$ cat src/rtl/vs_defines.vh
// Shared vertex-shader ALU widths, the DP4 opcode and the DP4 sequencer state encodings.
`ifndef VS_DEFINES_VH
`define VS_DEFINES_VH

`define SHADER_ALU_DATA_WIDTH 32
`define SHADER_ALU_OP_WIDTH   6
`define OP_DP4                6'h2C

`define VS_SEQ_IDLE      3'd0
`define VS_SEQ_MUL_ISSUE 3'd1
`define VS_SEQ_MUL_WAIT  3'd2
`define VS_SEQ_ACC_ISSUE 3'd3
`define VS_SEQ_ACC_WAIT  3'd4
`define VS_SEQ_DONE      3'd5

`endif

$ cat src/rtl/vs_dp4_sequencer_pkg.sv
// Types and constants shared by the DP4 sequencer, its watchdog and its bench.
`include "vs_defines.vh"

package vs_dp4_sequencer_pkg;

    typedef enum logic [2:0] {
        SEQ_IDLE      = `VS_SEQ_IDLE,
        SEQ_MUL_ISSUE = `VS_SEQ_MUL_ISSUE,
        SEQ_MUL_WAIT  = `VS_SEQ_MUL_WAIT,
        SEQ_ACC_ISSUE = `VS_SEQ_ACC_ISSUE,
        SEQ_ACC_WAIT  = `VS_SEQ_ACC_WAIT,
        SEQ_DONE      = `VS_SEQ_DONE
    } seqState_t;

    localparam int VS_DATA_WIDTH = `SHADER_ALU_DATA_WIDTH;
    localparam int VS_OP_WIDTH   = `SHADER_ALU_OP_WIDTH;
    localparam int VS_TIMEOUT    = 64;
    localparam int VS_LANES      = 4;

    localparam logic [VS_OP_WIDTH-1:0] VS_OP_DP4 = `OP_DP4;

endpackage

$ cat src/rtl/vs_seq_watchdog.sv
// Per-phase wait counter: expire is raised in the TIMEOUT-th consecutive enabled cycle.
module vs_seq_watchdog #(
    parameter int TIMEOUT = 64
) (
    input  logic clk,
    input  logic reset,
    input  logic clear,
    input  logic enable,
    output logic expire
);

    localparam int CW = $clog2(TIMEOUT + 1);

    logic [CW-1:0] count;

    // Saturates at TIMEOUT so a stalled caller cannot wrap back into a quiet window.
    always_ff @(posedge clk) begin
        if (reset || clear) begin
            count <= '0;
        end else if (enable && (count != CW'(TIMEOUT))) begin
            count <= count + 1'b1;
        end
    end

    assign expire = enable && (count == CW'(TIMEOUT - 1));

endmodule

$ cat src/rtl/vs_dp4_sequencer.sv
// Runs one DP4 as four ALU multiplies followed by one four-input accumulate, with a wait watchdog.
module vs_dp4_sequencer
    import vs_dp4_sequencer_pkg::*;
#(
    parameter int DATA_WIDTH = VS_DATA_WIDTH,
    parameter int OP_WIDTH   = VS_OP_WIDTH,
    parameter int TIMEOUT    = VS_TIMEOUT
) (
    input  logic                           clk,
    input  logic                           reset,
    input  logic                           iReqValid,
    output logic                           oReqReady,
    input  logic [VS_LANES*DATA_WIDTH-1:0] iVecA,
    input  logic [VS_LANES*DATA_WIDTH-1:0] iVecB,
    output logic                           oAluValid,
    output logic [DATA_WIDTH-1:0]          oAluA,
    output logic [DATA_WIDTH-1:0]          oAluB,
    output logic [OP_WIDTH-1:0]            oAluOp,
    input  logic                           iAluReady,
    input  logic [DATA_WIDTH-1:0]          iAluResult,
    output logic                           oAccValid,
    output logic [DATA_WIDTH-1:0]          oAccX,
    output logic [DATA_WIDTH-1:0]          oAccY,
    output logic [DATA_WIDTH-1:0]          oAccZ,
    output logic [DATA_WIDTH-1:0]          oAccW,
    input  logic                           iAccReady,
    input  logic [DATA_WIDTH-1:0]          iAccResult,
    output logic                           oDone,
    output logic [DATA_WIDTH-1:0]          oResult,
    output logic                           oZero,
    output logic                           oError
);

    seqState_t state, stateNext;

    logic [1:0]                     idx, idxNext;
    logic [VS_LANES*DATA_WIDTH-1:0] vecA, vecB;
    logic [DATA_WIDTH-1:0]          prod     [VS_LANES];
    logic [DATA_WIDTH-1:0]          prodNext [VS_LANES];
    logic [DATA_WIDTH-1:0]          issueA, issueB;
    logic                           latchReq, captureProd, latchResult, raiseError;
    logic                           wdClear, wdEnable, wdExpire;

    vs_seq_watchdog #(
        .TIMEOUT(TIMEOUT)
    ) uWatchdog (
        .clk   (clk),
        .reset (reset),
        .clear (wdClear),
        .enable(wdEnable),
        .expire(wdExpire)
    );

    always_ff @(posedge clk) begin
        if (reset) begin
            state <= SEQ_IDLE;
        end else begin
            state <= stateNext;
        end
    end

    // A ready strobe beats a same-cycle watchdog expiry; strobes in other states are ignored.
    always_comb begin
        stateNext   = state;
        idxNext     = idx;
        latchReq    = 1'b0;
        captureProd = 1'b0;
        latchResult = 1'b0;
        raiseError  = 1'b0;
        wdClear     = 1'b0;
        wdEnable    = 1'b0;
        unique case (state)
            SEQ_IDLE: begin
                if (iReqValid && oReqReady) begin
                    latchReq  = 1'b1;
                    idxNext   = 2'd0;
                    stateNext = SEQ_MUL_ISSUE;
                end
            end
            SEQ_MUL_ISSUE: begin
                wdClear   = 1'b1;
                stateNext = SEQ_MUL_WAIT;
            end
            SEQ_MUL_WAIT: begin
                wdEnable = 1'b1;
                if (iAluReady) begin
                    captureProd = 1'b1;
                    if (idx == 2'd3) begin
                        stateNext = SEQ_ACC_ISSUE;
                    end else begin
                        idxNext   = idx + 2'd1;
                        stateNext = SEQ_MUL_ISSUE;
                    end
                end else if (wdExpire) begin
                    raiseError = 1'b1;
                    stateNext  = SEQ_IDLE;
                end
            end
            SEQ_ACC_ISSUE: begin
                wdClear   = 1'b1;
                stateNext = SEQ_ACC_WAIT;
            end
            SEQ_ACC_WAIT: begin
                wdEnable = 1'b1;
                if (iAccReady) begin
                    latchResult = 1'b1;
                    stateNext   = SEQ_DONE;
                end else if (wdExpire) begin
                    raiseError = 1'b1;
                    stateNext  = SEQ_IDLE;
                end
            end
            SEQ_DONE: begin
                stateNext = SEQ_IDLE;
            end
            default: begin
                stateNext = SEQ_IDLE;
            end
        endcase
    end

    // The first operand pair comes straight from the request since vecA/vecB load on the same edge.
    always_comb begin
        prodNext = prod;
        if (captureProd) begin
            prodNext[idx] = iAluResult;
        end
        if (latchReq) begin
            issueA = iVecA[DATA_WIDTH-1:0];
            issueB = iVecB[DATA_WIDTH-1:0];
        end else begin
            issueA = vecA[int'(idxNext)*DATA_WIDTH +: DATA_WIDTH];
            issueB = vecB[int'(idxNext)*DATA_WIDTH +: DATA_WIDTH];
        end
    end

    // Outputs are registered from the next state so each pulse lines up with its state.
    always_ff @(posedge clk) begin
        if (reset) begin
            idx  <= '0;
            vecA <= '0;
            vecB <= '0;
            for (int i = 0; i < VS_LANES; i++) begin
                prod[i] <= '0;
            end
            oReqReady <= 1'b1;
            oAluValid <= 1'b0;
            oAluA     <= '0;
            oAluB     <= '0;
            oAluOp    <= '0;
            oAccValid <= 1'b0;
            oAccX     <= '0;
            oAccY     <= '0;
            oAccZ     <= '0;
            oAccW     <= '0;
            oDone     <= 1'b0;
            oResult   <= '0;
            oZero     <= 1'b0;
            oError    <= 1'b0;
        end else begin
            idx <= idxNext;
            if (latchReq) begin
                vecA <= iVecA;
                vecB <= iVecB;
            end
            for (int i = 0; i < VS_LANES; i++) begin
                prod[i] <= (raiseError || latchReq) ? '0 : prodNext[i];
            end
            oReqReady <= (stateNext == SEQ_IDLE);
            oAluValid <= (stateNext == SEQ_MUL_ISSUE);
            oAluOp    <= (stateNext == SEQ_MUL_ISSUE) ? OP_WIDTH'(VS_OP_DP4) : '0;
            if (stateNext == SEQ_MUL_ISSUE) begin
                oAluA <= issueA;
                oAluB <= issueB;
            end
            oAccValid <= (stateNext == SEQ_ACC_ISSUE);
            if (stateNext == SEQ_ACC_ISSUE) begin
                oAccX <= prodNext[0];
                oAccY <= prodNext[1];
                oAccZ <= prodNext[2];
                oAccW <= prodNext[3];
            end
            oDone <= (stateNext == SEQ_DONE);
            if (latchResult) begin
                oResult <= iAccResult;
                oZero   <= (iAccResult == '0);
            end
            oError <= raiseError;
        end
    end

endmodule

$ cat config.mk
export PLATFORM = sky130hd
export DESIGN_NAME = vs_dp4_sequencer
export DESIGN_NICKNAME = d
export VERILOG_FILES = /design/src/rtl/vs_dp4_sequencer_pkg.sv /design/src/rtl/vs_seq_watchdog.sv /design/src/rtl/vs_dp4_sequencer.sv
export VERILOG_INCLUDE_DIRS = /design/src /design/src/rtl
export SDC_FILE = /design/constraint.sdc
export NUM_CORES = 1
export LEC_CHECK = 0
export CELL_PAD_IN_SITES_DETAIL_PLACEMENT = 0
export CELL_PAD_IN_SITES_GLOBAL_PLACEMENT = 1
export CORE_ASPECT_RATIO = 1.25
export CORE_UTILIZATION = 34
export CTS_BUF_LIST = sky130_fd_sc_hd__clkbuf_4
export CTS_CLUSTER_DIAMETER = 150
export DETAILED_ROUTE_END_ITERATION = 10
export GPL_TIMING_DRIVEN = 0
export HOLD_SLACK_MARGIN = 0.03
export PLACE_DENSITY = 0.77
export REMOVE_ABC_BUFFERS = 1
export SETUP_SLACK_MARGIN = 0.2
export SYNTH_ARGS = -nofsm -noshare
export SYNTH_HDL_FRONTEND = slang
export SYNTH_SLANG_ARGS = --single-unit
$ cat constraint.sdc
create_clock -name clk -period 2.1 [get_ports clk]
set_clock_uncertainty 0.2 [all_clocks]
set_input_delay 0.63 -clock clk [delete_from_list [all_inputs] [get_ports clk]]
set_output_delay 0.63 -clock clk [all_outputs]
set_load 0.1 [all_outputs]
==> impl_metrics.env <==
export IMPL_peakVddDrop_mv=0.476
export IMPL_synthFlopType="dfxtp_1"
export IMPL_pin_count=561
export IMPL_async_flop_share_pct=0
export IMPL_wl_met2_um=59400
export IMPL_worstReg2RegEnd="oAluB[27]"
export IMPL_start_kind="flip-flop"
export IMPL_drt_iter0_drc=1912
export IMPL_holdPathEnd="vecA[125]"
export IMPL_whs_ns=-0.139
export IMPL_cts_tree="yes"
export IMPL_drt_wl_total_um=121000
export IMPL_coreArea_um2=69300
export IMPL_combPwrFrac_pct=26.3
export IMPL_ys_seq_area_share_pct=50.0
export IMPL_critPathArrivalTime_ns=1.62
export IMPL_rsz0062_at_grt="true"
export IMPL_final_cell_mix="nand2_1 (987), a21oi_1 (471), dfxtp_1 (354), clkdlybuf4s50_1 (323), buf_12 (285)"
export IMPL_dpl_hpwl_um=53100
export IMPL_netlist_area_um2=23800
export IMPL_hp_class="in -> reg"
export IMPL_fin_crit_sh_pct=117
export IMPL_place_inst=4292
export IMPL_first_pass_iters=6
export IMPL_grt_max_degree=105
export IMPL_reg2regPathDepth=9
export IMPL_drtAntennaViolNets=0
export IMPL_ys_ff_latch=594
export IMPL_synth_cell_type_count=58
export IMPL_htreeDepth=4
export IMPL_setup_viol=653
export IMPL_pwr_share_seq_pct=39.4
export IMPL_gp_congestion=0.781
export IMPL_synth_edff_count=0
export IMPL_violations="hold timing, setup timing"
export IMPL_top_layer_used="met5"
export IMPL_grt_util_all_layers_pct=29.8
export IMPL_fmax_mhz=408
export IMPL_pwr_share_clk_pct=34.3
export IMPL_maxCapViolCount=0
export IMPL_syn_area_per_cell_um2=7.83
export IMPL_period_needed_ns=2.45
export IMPL_path_class="reg -> out"
export IMPL_yosysWarnings=0
export IMPL_report_final_slew_viol_count=0
export IMPL_initial_core_util_pct=34.3
export IMPL_cts_sinks=594
export IMPL_numPortBuffers=557
export IMPL_worstReg2RegStart="state[2]"
export IMPL_worst_slack_ns=-0.351
export IMPL_hp_start="reset"
export IMPL_internal_power_w=0.0213
export IMPL_synth_cells=3036
export IMPL_clkTransAtPathRegs_ns=0.07
export IMPL_area_growth_syn_to_layout_pct=84.0
export IMPL_remaining_drc_errors=0
export IMPL_switching_share_pct=32.1
export IMPL_slowest_stage="dfxtp_4"
export IMPL_p_sw_w=0.0101
export IMPL_antenna_found_initial=20
export IMPL_rrSetupSlack_ns=-0.27
export IMPL_slew_headroom_pct=56.1
export IMPL_hold_viol_final=67
export IMPL_numCtsBuffers=158
export IMPL_outcome="complete, but fails checks"
export IMPL_num_rows=108
export IMPL_fin_tns_setup_ns=-109.45
export IMPL_vias=27653
export IMPL_max_stage_delay_ns=0.42
export IMPL_crit_path_max_fanout=4
export IMPL_worst_endpoint_required_ns=1.27
export IMPL_critical_path_top_delay_family="flip-flops"
export IMPL_end_kind="primary output"
export IMPL_final_instance_count_excl_fill=5132
export IMPL_worst_path_buf_inv=1
export IMPL_ctsHoldBuffers=271
export IMPL_clock_path_buffers=3
export IMPL_tightest_slew_ns=0.650
export IMPL_final_common_cell="nand2_1"
export IMPL_crit_chain="buf_12"
export IMPL_power_density_nw_per_um2=718
export IMPL_die_w_um=239
export IMPL_die_y_um=298
export IMPL_dieArea_um2=71000
export IMPL_route_met3_wl_um=10500
export IMPL_grt_overflow_total=0
export IMPL_power_leakage_nw=16.2
export IMPL_vias_per_cell=5.39
export IMPL_detail_route_wl_per_cell_um=23.5
export IMPL_cts_root_buf="clkbuf_4"
export IMPL_wl_met1_um=44900
export IMPL_fin_nets=4409
export IMPL_drive_gt1_share_pct=32.1
export IMPL_grt_pass1_wl_um=160000
export IMPL_startpoint="oAluOp[3]"
export IMPL_grt_pass1_vias=26273
export IMPL_clk_latency_ns=1.00
export IMPL_whs_path_depth=2
-- repair_timing --
action,4_1_cts,5_1_grt
pin swaps,110,120
cloned,49,45
hold endpoints to repair,452,72
setup endpoints to repair,825,824
resized for setup,2524,342
buffers inserted,105,95
-- worst max path at each step --
stage,endpoint,slack [ns],depth (start not counted)
after floorplan,prod[100],-7.47,4
after global placement,oAluB[3],-42.19,4
after detailed placement,prod[52],-1.95,10
after CTS,oAluOp[2],-0.48,1
after global routing,oAluOp[3],-0.48,1
final,oAluOp[3],-0.35,1
-- per-stage QoR --
stage	util (%)	worst slack, ns	total power [W]	hold WS (ns)	cell area [um^2]
final	63.1	-0.351	0.0314	-0.139	43800
after global routing	63.1	-0.480	0.0326	-0.187	43800
after CTS	58.7	-0.479	0.0306	-0.251	40700
after detailed placement	43.7	-1.95	0.0176	0.241	30300
after global placement	42.1	-42.19	0.0173	0.237	29200
after floorplan	-	-7.47	0.0156	0.226	22400
-- final cells by class --
class,count,area (um^2)
Clock inverter,24,233
Tap cell,935,1170
Timing Repair Buffer,1145,15700
Clock buffer,238,1790
Sequential cell,594,12300
Multi-Input combinational cell,2172,12500
Antenna cell,13,32.5
Fill cell,5584,25600
Inverter,11,47.5
-- power groups by stage --
stage	clock network, W	logic [W]	registers (W)
2_1_floorplan	0	0.00204	0.0135
3_3_place_gp	0	0.00497	0.0124
3_5_place_dp	0	0.00516	0.0125
4_1_cts	0.0110	0.00729	0.0123
5_1_grt	0.0116	0.00856	0.0124
6_report	0.0108	0.00825	0.0124
-- Yosys cell counts, types with 3 or more instances --
master     instances  area share (%)
nand2_1         1034              16
dfxtp_1          594              50
a21oi_1          582              12
clkbuf_1         172             2.7
nor2_1            77             1.2
buf_2             74             1.6
and2_1            68             1.8
nand3_1           67             1.4
nand2b_1          66             1.7
o2111ai_1         64             2.4
o311ai_1          62             2.3
a221oi_1          57             2.1
buf_6             17            0.80
buf_4             12            0.38
inv_1             11            0.17
nor4_1            10            0.26
a221oi_2           7            0.44
buf_1              7            0.11
nand4_1            3           0.079
nor3_1             3           0.063
o311ai_0           3            0.11
xnor2_1            3            0.11
-- layer usage --
| layer | GRT usage (%) | up-vias |
|---|---|---|
| li1 | - | 12533 |
| met1 | 34.5 | 13353 |
| met2 | 51.7 | 1400 |
| met3 | 8.23 | 355 |
| met4 | 11.7 | 12 |
| met5 | 0 | - |
-- registers in the layout (all words and copies together) (netlist names), 2 cells and up --
name	count
prod	96
vecA	128
oAccZ	32
idx	2
oAccY	32
uWatchdog.count	7
state	3
oAccX	32
oResult	32
oAluA	32
oAluB	32
oAccW	32
vecB	128
-- cells by family (layout without fill, tap and decap cells) --
group	Yosys count	in the layout	synth area share, %
XOR/XNOR	3	3	0.111
multiplexers	3	3	0.184
buffers and inverters	295	1418	5.86
adder cells (fa/ha/maj)	2	2	0.105
other	1	16	0.0158
AND/OR/NAND/NOR	1350	1373	23.7
AO/OA/AOI/OAI	788	788	20.1
flip-flops	594	594	50.0
Power figures use the tool's default switching activity.
